$ cat config.mk
export PLATFORM = sky130hd
export DESIGN_NAME = zbin_vertex_select
export DESIGN_NICKNAME = d
export VERILOG_FILES = /design/src/rtl/zbin_vertex_select.sv
export SDC_FILE = /design/constraint.sdc
export NUM_CORES = 1
export LEC_CHECK = 0
export CORE_AREA = 2 2 188 190
export DETAILED_ROUTE_END_ITERATION = 7
export DIE_AREA = 0 0 190 192
export PLACE_DENSITY = 0.6
export SLEW_MARGIN = 20
export SYNTH_ARGS = -nofsm -noshare
export SYNTH_HDL_FRONTEND = slang
export SYNTH_SLANG_ARGS = --single-unit
$ cat constraint.sdc
create_clock -name clk -period 9.7 [get_ports clk]
set_input_delay 0.97 -clock clk [delete_from_list [all_inputs] [get_ports clk]]
set_output_delay 0.97 -clock clk [all_outputs]
set_load 0.03 [all_outputs]
$ cat src/rtl/zbin_vertex_select.sv
// Primary-vertex z-bin selector: aggregates per-bin L1/L2 done flags, scans HT for the best bin,
// and serves jet readout from it. Optional build macro ZBIN_HT_THRESH_EN adds an HT acceptance threshold.
module zbin_vertex_select #(
    parameter int NZ     = 8,
    parameter int SEL_W  = 4,
    parameter int HT_W   = 9,
    parameter int NUM_W  = 8,
    parameter int JET_W  = 32,
    parameter int ADDR_W = 8
) (
    input  logic                   clk,
    input  logic                   rstb,
    input  logic                   start,
    input  logic                   event_done,
    input  logic [NZ-1:0]          l1_done_in,
    input  logic [NZ-1:0]          l2_done_in,
    input  logic [NZ*HT_W-1:0]     ht_in,
    input  logic [NZ*NUM_W-1:0]    num_in,
    input  logic [NZ*JET_W-1:0]    jet_in,
`ifdef ZBIN_HT_THRESH_EN
    input  logic [HT_W-1:0]        ht_thresh,
`endif
    input  logic                   rd_en,
    input  logic [ADDR_W-1:0]      rd_addr,
    output logic [ADDR_W-1:0]      jet_addr_out,
    output logic [JET_W-1:0]       jet_out,
    output logic                   jet_valid,
    output logic [HT_W-1:0]        ht_max,
    output logic [NUM_W-1:0]       n_max,
    output logic [SEL_W-1:0]       zmax,
    output logic                   L1done,
    output logic                   all_done
);

    localparam int NSEL  = 2 ** SEL_W;
    localparam int CMP_W = (ADDR_W > NUM_W) ? ADDR_W : NUM_W;

    typedef enum logic [2:0] {
        S_IDLE, S_L1_WAIT, S_L2_WAIT, S_SCAN, S_READY
    } state_t;

    state_t            state_q;
    logic [NZ-1:0]     sticky_q;
    logic [SEL_W-1:0]  idx_q;
    logic [HT_W-1:0]   best_ht_q;
    logic [SEL_W-1:0]  best_sel_q;
    logic [HT_W-1:0]   ht_max_q;
    logic [NUM_W-1:0]  n_max_q;
    logic [SEL_W-1:0]  zmax_q;
    logic              l1done_q;
    logic              all_done_q;

    logic [ADDR_W-1:0] jet_addr_q;
    logic              s1_q;
    logic              s2_q;
    logic              jet_valid_q;
    logic [JET_W-1:0]  jet_out_q;

    // Unused selector codes map to zero so every index is in range.
    logic [HT_W-1:0]   ht_a  [NSEL];
    logic [NUM_W-1:0]  num_a [NSEL];
    logic [JET_W-1:0]  jet_a [NSEL];

    for (genvar k = 0; k < NSEL; k++) begin : g_unpack
        if (k < NZ) begin : g_bin
            assign ht_a[k]  = ht_in[k*HT_W +: HT_W];
            assign num_a[k] = num_in[k*NUM_W +: NUM_W];
            assign jet_a[k] = jet_in[k*JET_W +: JET_W];
        end else begin : g_pad
            assign ht_a[k]  = '0;
            assign num_a[k] = '0;
            assign jet_a[k] = '0;
        end
    end

    logic [HT_W-1:0]  ht_cur;
    logic             gt;
    logic [HT_W-1:0]  best_ht_d;
    logic [SEL_W-1:0] best_sel_d;
    logic [NZ-1:0]    sticky_d;
    logic             scan_last;
    logic             below;
    logic             rd_ok;

    assign ht_cur     = ht_a[idx_q];
    assign gt         = ht_cur > best_ht_q;
    assign best_ht_d  = gt ? ht_cur : best_ht_q;
    assign best_sel_d = gt ? idx_q : best_sel_q;
    assign sticky_d   = sticky_q | l2_done_in;
    assign scan_last  = (idx_q == SEL_W'(NZ - 1));
`ifdef ZBIN_HT_THRESH_EN
    assign below      = best_ht_d < ht_thresh;
`else
    assign below      = 1'b0;
`endif
    assign rd_ok      = rd_en && (state_q == S_READY) &&
                        (CMP_W'(rd_addr) < CMP_W'(n_max_q));

    always_ff @(posedge clk or negedge rstb) begin
        if (!rstb) begin
            state_q    <= S_IDLE;
            sticky_q   <= '0;
            idx_q      <= '0;
            best_ht_q  <= '0;
            best_sel_q <= '0;
            ht_max_q   <= '0;
            n_max_q    <= '0;
            zmax_q     <= '0;
            l1done_q   <= 1'b1;
            all_done_q <= 1'b0;
        end else if (start) begin
            // A new event always wins, including over a pending event_done or a running scan.
            state_q    <= S_L1_WAIT;
            l1done_q   <= 1'b0;
            all_done_q <= 1'b0;
            sticky_q   <= '0;
        end else begin
            case (state_q)
                S_IDLE: ;
                S_L1_WAIT: begin
                    if (&l1_done_in) begin
                        l1done_q <= 1'b1;
                        state_q  <= S_L2_WAIT;
                    end
                end
                S_L2_WAIT: begin
                    sticky_q <= sticky_d;
                    if (&sticky_d) begin
                        idx_q      <= '0;
                        best_ht_q  <= '0;
                        best_sel_q <= '0;
                        state_q    <= S_SCAN;
                    end
                end
                S_SCAN: begin
                    best_ht_q  <= best_ht_d;
                    best_sel_q <= best_sel_d;
                    idx_q      <= idx_q + 1'b1;
                    if (scan_last) begin
                        ht_max_q   <= best_ht_d;
                        n_max_q    <= below ? '0 : num_a[best_sel_d];
                        zmax_q     <= below ? '0 : best_sel_d;
                        all_done_q <= 1'b1;
                        state_q    <= S_READY;
                    end
                end
                S_READY: begin
                    if (event_done) begin
                        all_done_q <= 1'b0;
                        sticky_q   <= '0;
                        state_q    <= S_IDLE;
                    end
                end
                default: state_q <= S_IDLE;
            endcase
        end
    end

    // Stage 1 registers the address broadcast; the bins answer one cycle later, captured in stage 3.
    always_ff @(posedge clk or negedge rstb) begin
        if (!rstb) begin
            jet_addr_q  <= '0;
            s1_q        <= 1'b0;
            s2_q        <= 1'b0;
            jet_valid_q <= 1'b0;
            jet_out_q   <= '0;
        end else begin
            jet_addr_q  <= rd_addr;
            s1_q        <= rd_ok;
            s2_q        <= s1_q;
            jet_valid_q <= s2_q;
            jet_out_q   <= s2_q ? jet_a[zmax_q] : '0;
        end
    end

    assign jet_addr_out = jet_addr_q;
    assign jet_out      = jet_out_q;
    assign jet_valid    = jet_valid_q;
    assign ht_max       = ht_max_q;
    assign n_max        = n_max_q;
    assign zmax         = zmax_q;
    assign L1done       = l1done_q;
    assign all_done     = all_done_q;

endmodule

; Yosys cells after proc, flatten, opt, wreduce, memory -nomap -nowiden
; Index checks and enable logic that the tools add are counted.
[totals]
ff_bits = 94
word_cells = 86
input_bits = 421
output_inout_bits = 64
[classes]
bitwise = 5
add_sub_neg = 1
reduce_logical = 16
order_cmp = 5
eq_ne = 11
muxes = 33
[ops]
columns = operator, count
row1 = binary-select mux 32 bit (select 4 bit), 1
row2 = two-way mux 32 bit, 3
row3 = binary-select mux 9 bit (select 4 bit), 1
row4 = two-way mux 9 bit, 4
row5 = binary-select mux 8 bit (select 4 bit), 1
row6 = two-way mux 8 bit, 4
row7 = case mux 9 bit (2 select lines), 1
row8 = case mux 4 bit (2 select lines), 2
row9 = case mux 8 bit (2 select lines), 1
row10 = AND reduction 8 bit, 2
row11 = >= comparator 5 bit (second input constant), 3
row12 = two-way mux 3 bit, 5
row13 = NOT 4 -> 5 bit, 3
row14 = case mux 3 bit (5 select lines), 1
row15 = inequality test 3 bit (second input constant), 4
row16 = > comparator 9 bit, 1
row17 = AND reduction 3 bit, 3
row18 = less-than comparator 8 bit, 1
row19 = two-way mux 4 bit, 2
row20 = bitwise OR 8 bit, 1
row21 = equality test 3 x 2 -> 1 bit (second input constant), 2
row22 = two-way mux 1 bit, 6
row23 = nonzero test 2 bit, 3
row24 = nonzero test 3 bit, 2
row25 = 11 further kinds, 14

; Logic depth before layout (Yosys ltp)
; Gate-level depths: netlist of run 1.
[logic_depth]
word_depth = 10
depth_mapped = 15
mapped_depth_nobuf = 12

; Least setup slack after synthesis of run 1
; Ideal clock, no wire load.
[synth_path]
kind = input-to-reg
startpoint = input port ht_in[67]
endpoint = register n_max_q[1], in the netlist n_max[1]
setup_slack_ns = 5.863
cell_stages = 13
required_ns = 9.569
arrival_ns = 3.706
cell_sequence = mux4_2 > mux2i_1 > nor2_1 > ha_1 > a21oi_2 > o21ai_2 > a2111oi_4 > a21oi_4 > mux2_4 > buf_6 > mux2_4 > o22ai_1 > o41ai_2
[synth_between]
elab_chain_len = 9
[synth_rtl]
columns = element, line
row1 = from (decl), 17  ; input logic [NZ*HT_W-1:0] ht_in,
row2 = binary-select mux 9 bit (select 4 bit), 85  ; assign ht_cur = ht_a[idx_q];
row3 = two-way mux 9 bit (implied by the code) (2 in series), 85
row4 = > comparator 9 bit, 86  ; assign gt = ht_cur > best_ht_q;
row5 = two-way mux 4 bit, 88  ; assign best_sel_d = gt ? idx_q : best_sel_q;
row6 = NOT 4 -> 5 bit (implied by the code), 141  ; n_max_q <= below ? '0 : num_a[best_sel_d];
row7 = binary-select mux 8 bit (select 4 bit), 141
row8 = two-way mux 8 bit (implied by the code) (2 in series), 141
row9 = to (signal assigned), 141
row10 = to (decl), 48  ; logic [NUM_W-1:0] n_max_q;
; No other way between the ends. The select of a mux whose other input is x is not followed.
; A chain may end at the register's enable or synchronous reset.

; Final worst setup path of run 1
[layout_path]
startpoint = input port ht_in[71]
endpoint = register n_max_q[7], in the netlist n_max[7]
; The elaborated chain is that of the path after synthesis.

==> impl_metrics.tcl, run 1 <==
set metrics [dict create \
    synthFlopType "dfrtp_1" \
    initial_utilization 0.202 \
    critPathLaunch "ht_in[71]" \
    final_nets 1478 \
    final_util 0.365 \
    worst_ep_required_time_ns 9.96 \
    yosysMostFrequentCell "dfrtp_1" \
    wl_per_cell_um 21.0 \
    syn_area_per_cell_um2 11.9 \
    startpoint_type "input port" \
    dp_cells 1484 \
    drive_above_1_share 0.138 \
    die_w_um 190 \
    setup_tns_ns 0 \
    clk-insertion-delay-late_ns 0.36 \
    ys_warn_count 0 \
    drc 0 \
    tightest_slew_ns 1.06 \
    cts.sinks 94 \
    syn_inst 582 \
    numPortBuffers 484 \
    clock_path_buffers 2 \
    synth_enable_flop_cells 0 \
    finalPower_uw 1270 \
    ant_nets 0 \
    post_cts_resized 0 \
    rows 68 \
    hp-class "flip-flop to flip-flop" \
    via_per_inst 4.49 \
    leakagePower_uw 0.00472 \
    rsz0062_at_grt "false" \
    ff2ff_path_depth 13 \
    vias 6747 \
    powerDensity_nw_per_um2 101 \
    synth_cell_type_count 46 \
    synthesis.nets 1020 \
    ir_drop_v 0.0000653 \
    htreeDepth 3 \
    fillCellCount 3420 \
    fmax_mhz 212 \
    relSlewSlack 0.289 \
    ctsHoldBuffers 0 \
    drv_cap 0 \
    finalSetupViolCount 0 \
    synth_area_leaders "dfrtp_1 34%, mux4_2 27%, mux2i_1 7.7%" \
    dieArea_um2 36500 \
    cts_setup_buffers 0 \
    grt_usage 0.166 \
    crit_fanout 23 \
    dr.pass1.iters 4 \
    dr.first_iter.drc_count 293 \
    cp.arrival_ns 4.98 \
    r2r_start "idx_q[0]$_DFFE_PN0P_" \
    async_flop_share 1.00 \
    global_route.overflow_total 0 \
    path_clk_slew_ns 0.08 \
    root_buffer "clkbuf_16" \
    yosys.area.top_type "dfrtp_1" \
    r2r-end "n_max[7]$_DFFE_PN0P_" \
    period_minus_slack_ns 4.72 \
    synth_top_area_share 0.336 \
    grt_pass1_vias 7172 \
    hold_viol 0 \
    die_h_um 192 \
    ys_seq_area_frac 0.340 \
    cts_tree "built" \
    period_share 0.487 \
    status "completed" \
    yosys-top-cells-count "93 x dfrtp_1, 82 x mux4_2, 64 x nor2_1" \
    stdcell_count 1503 \
    finClkSkew_ns 0.0163 \
    numCtsBuffers 9 \
    hpwlAfterDp_mm 25.6 \
    syn2layout_area_growth_pct 80.6 \
    grt_pass1_wl_mm 44.7 \
    routed_wl_mm 31.5 \
    report.final.slew_viol_count 0 \
    ff2ff_setup_slack_ns 5.09 \
    grt_max_degree 66 \
    cp-endpoint "n_max[7]$_DFFE_PN0P_" \
    core_area_um2 34300 \
    place.gp.congestion 0.834 \
    crit_type "input port to flip-flop" \
    endpoint_kind "flip-flop" \
    synth-seq-cells 94 \
    synth_area_um2 6920 \
    ios 485 \
    antenna_found_initial 5 \
]
[area by class of cell]
cell class | count | area [um^2] | area share
diodes | 3 | 7.51 | 0.000601
repair buffers | 492 | 4900 | 0.392
flip-flops and latches | 94 | 2360 | 0.189
multi-input cells | 422 | 4290 | 0.343
clock buffers | 9 | 225 | 0.0180
clock inverters | 7 | 67.6 | 0.00540
inverters | 21 | 78.8 | 0.00631
well taps | 455 | 569 | 0.0455
[layout by cell type, fill, tap and decap left out, types with 3 or more instances in the layout]
cell,Yosys,routed
diode_2,0,3
nand4_1,3,3
nor3_1,4,4
clkbuf_16,0,9
buf_4,0,9
mux2_1,5,5
clkdlybuf4s50_1,0,483
dfrtp_1,93,90
nor3b_1,3,3
a21o_1,8,8
a211oi_1,9,9
nor2_1,64,64
o21ai_0,20,20
and3_1,9,9
nand2b_1,3,3
inv_1,21,21
o41ai_2,8,8
nand2_1,48,48
ha_1,17,17
a21oi_1,14,14
mux2_4,8,8
mux4_2,82,82
nand3b_1,3,3
and2_1,9,9
a22o_1,13,13
o22ai_1,12,12
nand3_1,3,3
mux2i_1,53,53
mux2_2,4,4
[cell families (layout without fill, tap and decap cells)]
| family | after synthesis | in the layout | share of synthesized area |
|---|---|---|---|
| AO/OA/AOI/OAI | 94 | 94 | 0.107 |
| multiplexers | 153 | 153 | 0.379 |
| flip-flops | 94 | 94 | 0.340 |
| AND/OR/NAND/NOR | 158 | 158 | 0.104 |
| adder cells (fa/ha/maj) | 17 | 17 | 0.0307 |
| buffers and inverters | 66 | 529 | 0.0400 |
| other | 0 | 3 | 0 |
[routing by layer]
metal,routed length [um],vias up,global-route usage
met5,23,-,0
met4,542,4,0.0465
met3,2670,32,0.0508
met2,16600,271,0.306
met1,11700,3309,0.183
li1,-,3131,-
[power by group]
group          switching [uW]  internal (uW)
logic                     195            284
clock network             186            181
registers                22.7            398
[through the flow]
stage,hold slack (ns),worst slack (ns),instance area (um^2)
finish,0.358,4.98,12500
global route,0.369,4.71,12500
CTS,0.363,4.92,12500
detailed placement,0.346,4.53,12200
global placement,0.333,4.61,12200
floorplan,0.331,5.86,6920
[flip-flops by register name (all words and copies together), names as in the netlist]
register      count
best_sel_q        4
state_q           3
all_done          1
jet_valid         1
n_max             8
s1_q              1
s2_q              1
sticky_q          8
idx_q             4
ht_max            9
best_ht_q         9
L1done            1
jet_addr_out      8
jet_out          32
zmax              4
[worst min-delay path by stage]
stage                   start             end  slack, ns  cells past startpoint
2_1_floorplan  s1_q$_DFF_PN0_  s2_q$_DFF_PN0_       0.33                      0
3_3_place_gp   s1_q$_DFF_PN0_  s2_q$_DFF_PN0_       0.33                      0
3_5_place_dp   s1_q$_DFF_PN0_  s2_q$_DFF_PN0_       0.35                      0
4_1_cts        s1_q$_DFF_PN0_  s2_q$_DFF_PN0_       0.36                      0
5_1_grt        s1_q$_DFF_PN0_  s2_q$_DFF_PN0_       0.37                      0
6_report       s1_q$_DFF_PN0_  s2_q$_DFF_PN0_       0.36                      0
[critical path, cell delays in order]
cell and delay [ns]:
clkdlybuf4s50_1 0.40, mux4_2 0.46, mux2i_1 0.20, nor2_1 0.09, ha_1 0.32, nand4_1 0.17, nor3_2 0.26, a2111oi_4 0.10
a21oi_4 0.72, mux2i_4 0.66, nand2_1 0.10, and3_1 0.20, o41ai_2 0.31
No activity file was read; power rests on OpenSTA's default activity.
==> run 2, diff against run 1 <==
--- a/config.mk
+++ b/config.mk
@@ -5,10 +5,10 @@
 export SDC_FILE = /design/constraint.sdc
 export NUM_CORES = 1
 export LEC_CHECK = 0
-export CORE_AREA = 2 2 188 190
+export CORE_AREA = 2 2 187 189
 export DETAILED_ROUTE_END_ITERATION = 7
-export DIE_AREA = 0 0 190 192
-export PLACE_DENSITY = 0.6
+export DIE_AREA = 0 0 189 191
+export PLACE_DENSITY = 0.62
 export SLEW_MARGIN = 20
 export SYNTH_ARGS = -nofsm -noshare
 export SYNTH_HDL_FRONTEND = slang
==> constraint.sdc (replaced) <==
create_clock -name clk -period 3.8 [get_ports clk]
set_input_delay 0.38 -clock clk [delete_from_list [all_inputs] [get_ports clk]]
set_output_delay 0.38 -clock clk [all_outputs]
set_load 0.03 [all_outputs]
==> impl_metrics.tcl, run 2 (same netlist as run 1, synthesis figures left out) <==
set metrics [dict create \
    dr.first_iter.drc_count 305 \
    initial_utilization 0.203 \
    worst_ep_required_time_ns 4.04 \
    comb_power_share 0.438 \
    top_layer "met5" \
    grt_pass1_wl_mm 44.7 \
    period_minus_slack_ns 3.71 \
    antenna_found_initial 3 \
    wl_met2_mm 16.2 \
    die_h_um 191 \
    clk-insertion-delay-late_ns 0.35 \
    p_clk_frac 0.270 \
    cp.arrival_ns 3.95 \
    drc 0 \
    hpwlAfterDp_mm 25.2 \
    fin_ws_ns 0.0937 \
    grt_max_degree 69 \
    global_route.overflow_total 0 \
    tightest_slew_ns 0.973 \
    period_share 0.975 \
    relSlewSlack 0.351 \
    route.met3.wl_mm 2.50 \
    ant_nets 0 \
    crit_type "flip-flop to flip-flop" \
    syn2layout_area_growth_pct 87.6 \
    cts.sinks 94 \
    wl_met1_mm 11.5 \
    routed_wl_mm 30.9 \
    swShare 0.297 \
    grt_usage 0.165 \
    final_nets 1514 \
    htreeDepth 3 \
    startpoint_type "flip-flop" \
    numCtsBuffers 9 \
    grt_pass1_vias 7447 \
    drive_above_1_share 0.177 \
    endpoint_kind "flip-flop" \
    hp-class "input port to asynchronous set/reset pin" \
    root_buffer "clkbuf_16" \
    via_per_inst 4.50 \
    p_sw_uw 1060 \
    wl_per_cell_um 20.1 \
    rows 68 \
    report.final.slew_viol_count 0 \
    place.gp.congestion 0.828 \
    die_w_um 189 \
    path_clk_slew_ns 0.07 \
    antennaDiodeCount 0 \
    mostFrequentLayoutCell "clkdlybuf4s50_1" \
    finalPower_uw 3570 \
    mostFrequentLayoutCells "483 x clkdlybuf4s50_1, 89 x dfrtp_1, 82 x mux4_2" \
    core_area_um2 34100 \
    ios 485 \
    clock_path_buffers 2 \
    fmax_mhz 270 \
    cts_tree "built" \
    finalSetupViolCount 0 \
    crit_fanout 10 \
    status "completed" \
    finClkSkew_ns 0.0106 \
    rsz0062_at_grt "true" \
    p_int_uw 2510 \
    seq_power_share 0.292 \
    largest_reg_flops 32 \
    dr.pass1.iters 6 \
    leakagePower_uw 0.00497 \
    numPortBuffers 484 \
    dieArea_um2 36100 \
    ir_drop_v 0.000236 \
    powerDensity_nw_per_um2 275 \
    vias 6909 \
    ctsHoldBuffers 0 \
    hold_viol 0 \
    fillCellCount 3289 \
    pre_cts_ws_ns -0.162 \
    drv_cap 0 \
]
-- run 2: cell count changes in the layout (fill, tap and decap cells not counted), moves of 3 or more --
cell	change
a211oi_1	-6
a211oi_2	+6
buf_12	+7
buf_4	+22
buf_6	+3
diode_2	-3
o22ai_1	-3
o22ai_2	+3
-- run 2: worst paths after layout --
check | depth (start not counted) | endpoint | slack, ns | startpoint
worst max-delay path | 15 | n_max[3]$_DFFE_PN0P_ | 0.09 | idx_q[0]$_DFFE_PN0P_
worst min-delay path | 1 | sticky_q[4]$_DFFE_PN0P_ | 0.17 | rstb
worst max register to register | 15 | n_max[3]$_DFFE_PN0P_ | 0.09 | idx_q[0]$_DFFE_PN0P_
worst min register to register | 0 | s2_q$_DFF_PN0_ | 0.36 | s1_q$_DFF_PN0_
max in group asynchronous | 2 | ht_max[5]$_DFFE_PN0P_ | 2.64 | rstb
min in group clk | 0 | s2_q$_DFF_PN0_ | 0.36 | s1_q$_DFF_PN0_
-- run 2: metal layers --
metal,GRT usage,vias up
li1,-,3215
met1,0.184,3342
met2,0.306,303
met3,0.0468,43
met4,0.0448,6
met5,0,-
-- run 2: layout make-up --
cell class	instances	area, um^2	share of cell area
flip-flops and latches	94	2360	0.182
multi-input cells	424	4380	0.337
clock inverters	5	63.8	0.00491
inverters	21	78.8	0.00607
repair buffers	526	5290	0.407
well taps	455	569	0.0438
clock buffers	11	243	0.0187
-- run 2: power by group through the flow --
stage               registers [uW]  clock network, uW  logic, uW
finish                        1040                965       1560
global route                  1040               1040       1680
CTS                           1040               1000       1430
detailed placement            1060                  0       1410
global placement              1060                  0       1400
floorplan                     1050                  0        655
-- run 2: critical path: stages (launching register included) --
cell and delay (ns):
dfrtp_2 0.41, buf_12 0.16, mux4_2 0.50, mux2i_1 0.14
nor2_1 0.07, ha_1 0.33, a211oi_2 0.22, nor2_1 0.10
a2111oi_4 0.41, a21oi_4 0.06, buf_12 0.16, mux2_4 0.36
buf_4 0.17, and2_1 0.15, a211oi_1 0.22, o41ai_2 0.11
-- run 2: through the flow --
| stage | TNS [ns] | cells | hold slack [ns] | util | instance area, um^2 |
|---|---|---|---|---|---|
| after floorplan | 0 | 582 | 0.0844 | - | 6920 |
| final | 0 | 1536 | 0.173 | 0.381 | 13000 |
| after global placement | -0.707 | 1510 | 0.334 | 0.365 | 12500 |
| after detailed placement | -0.880 | 1510 | 0.340 | 0.365 | 12500 |
| after global routing | -0.292 | 1536 | 0.231 | 0.381 | 13000 |
| after CTS | 0 | 1527 | 0.211 | 0.375 | 12800 |
-- run 2: what timing repair did --
action	CTS	global route
gates cloned	1	3
resized for setup	1	19
pin swaps	0	4
buffers inserted	0	6
setup endpoints to repair	2	8
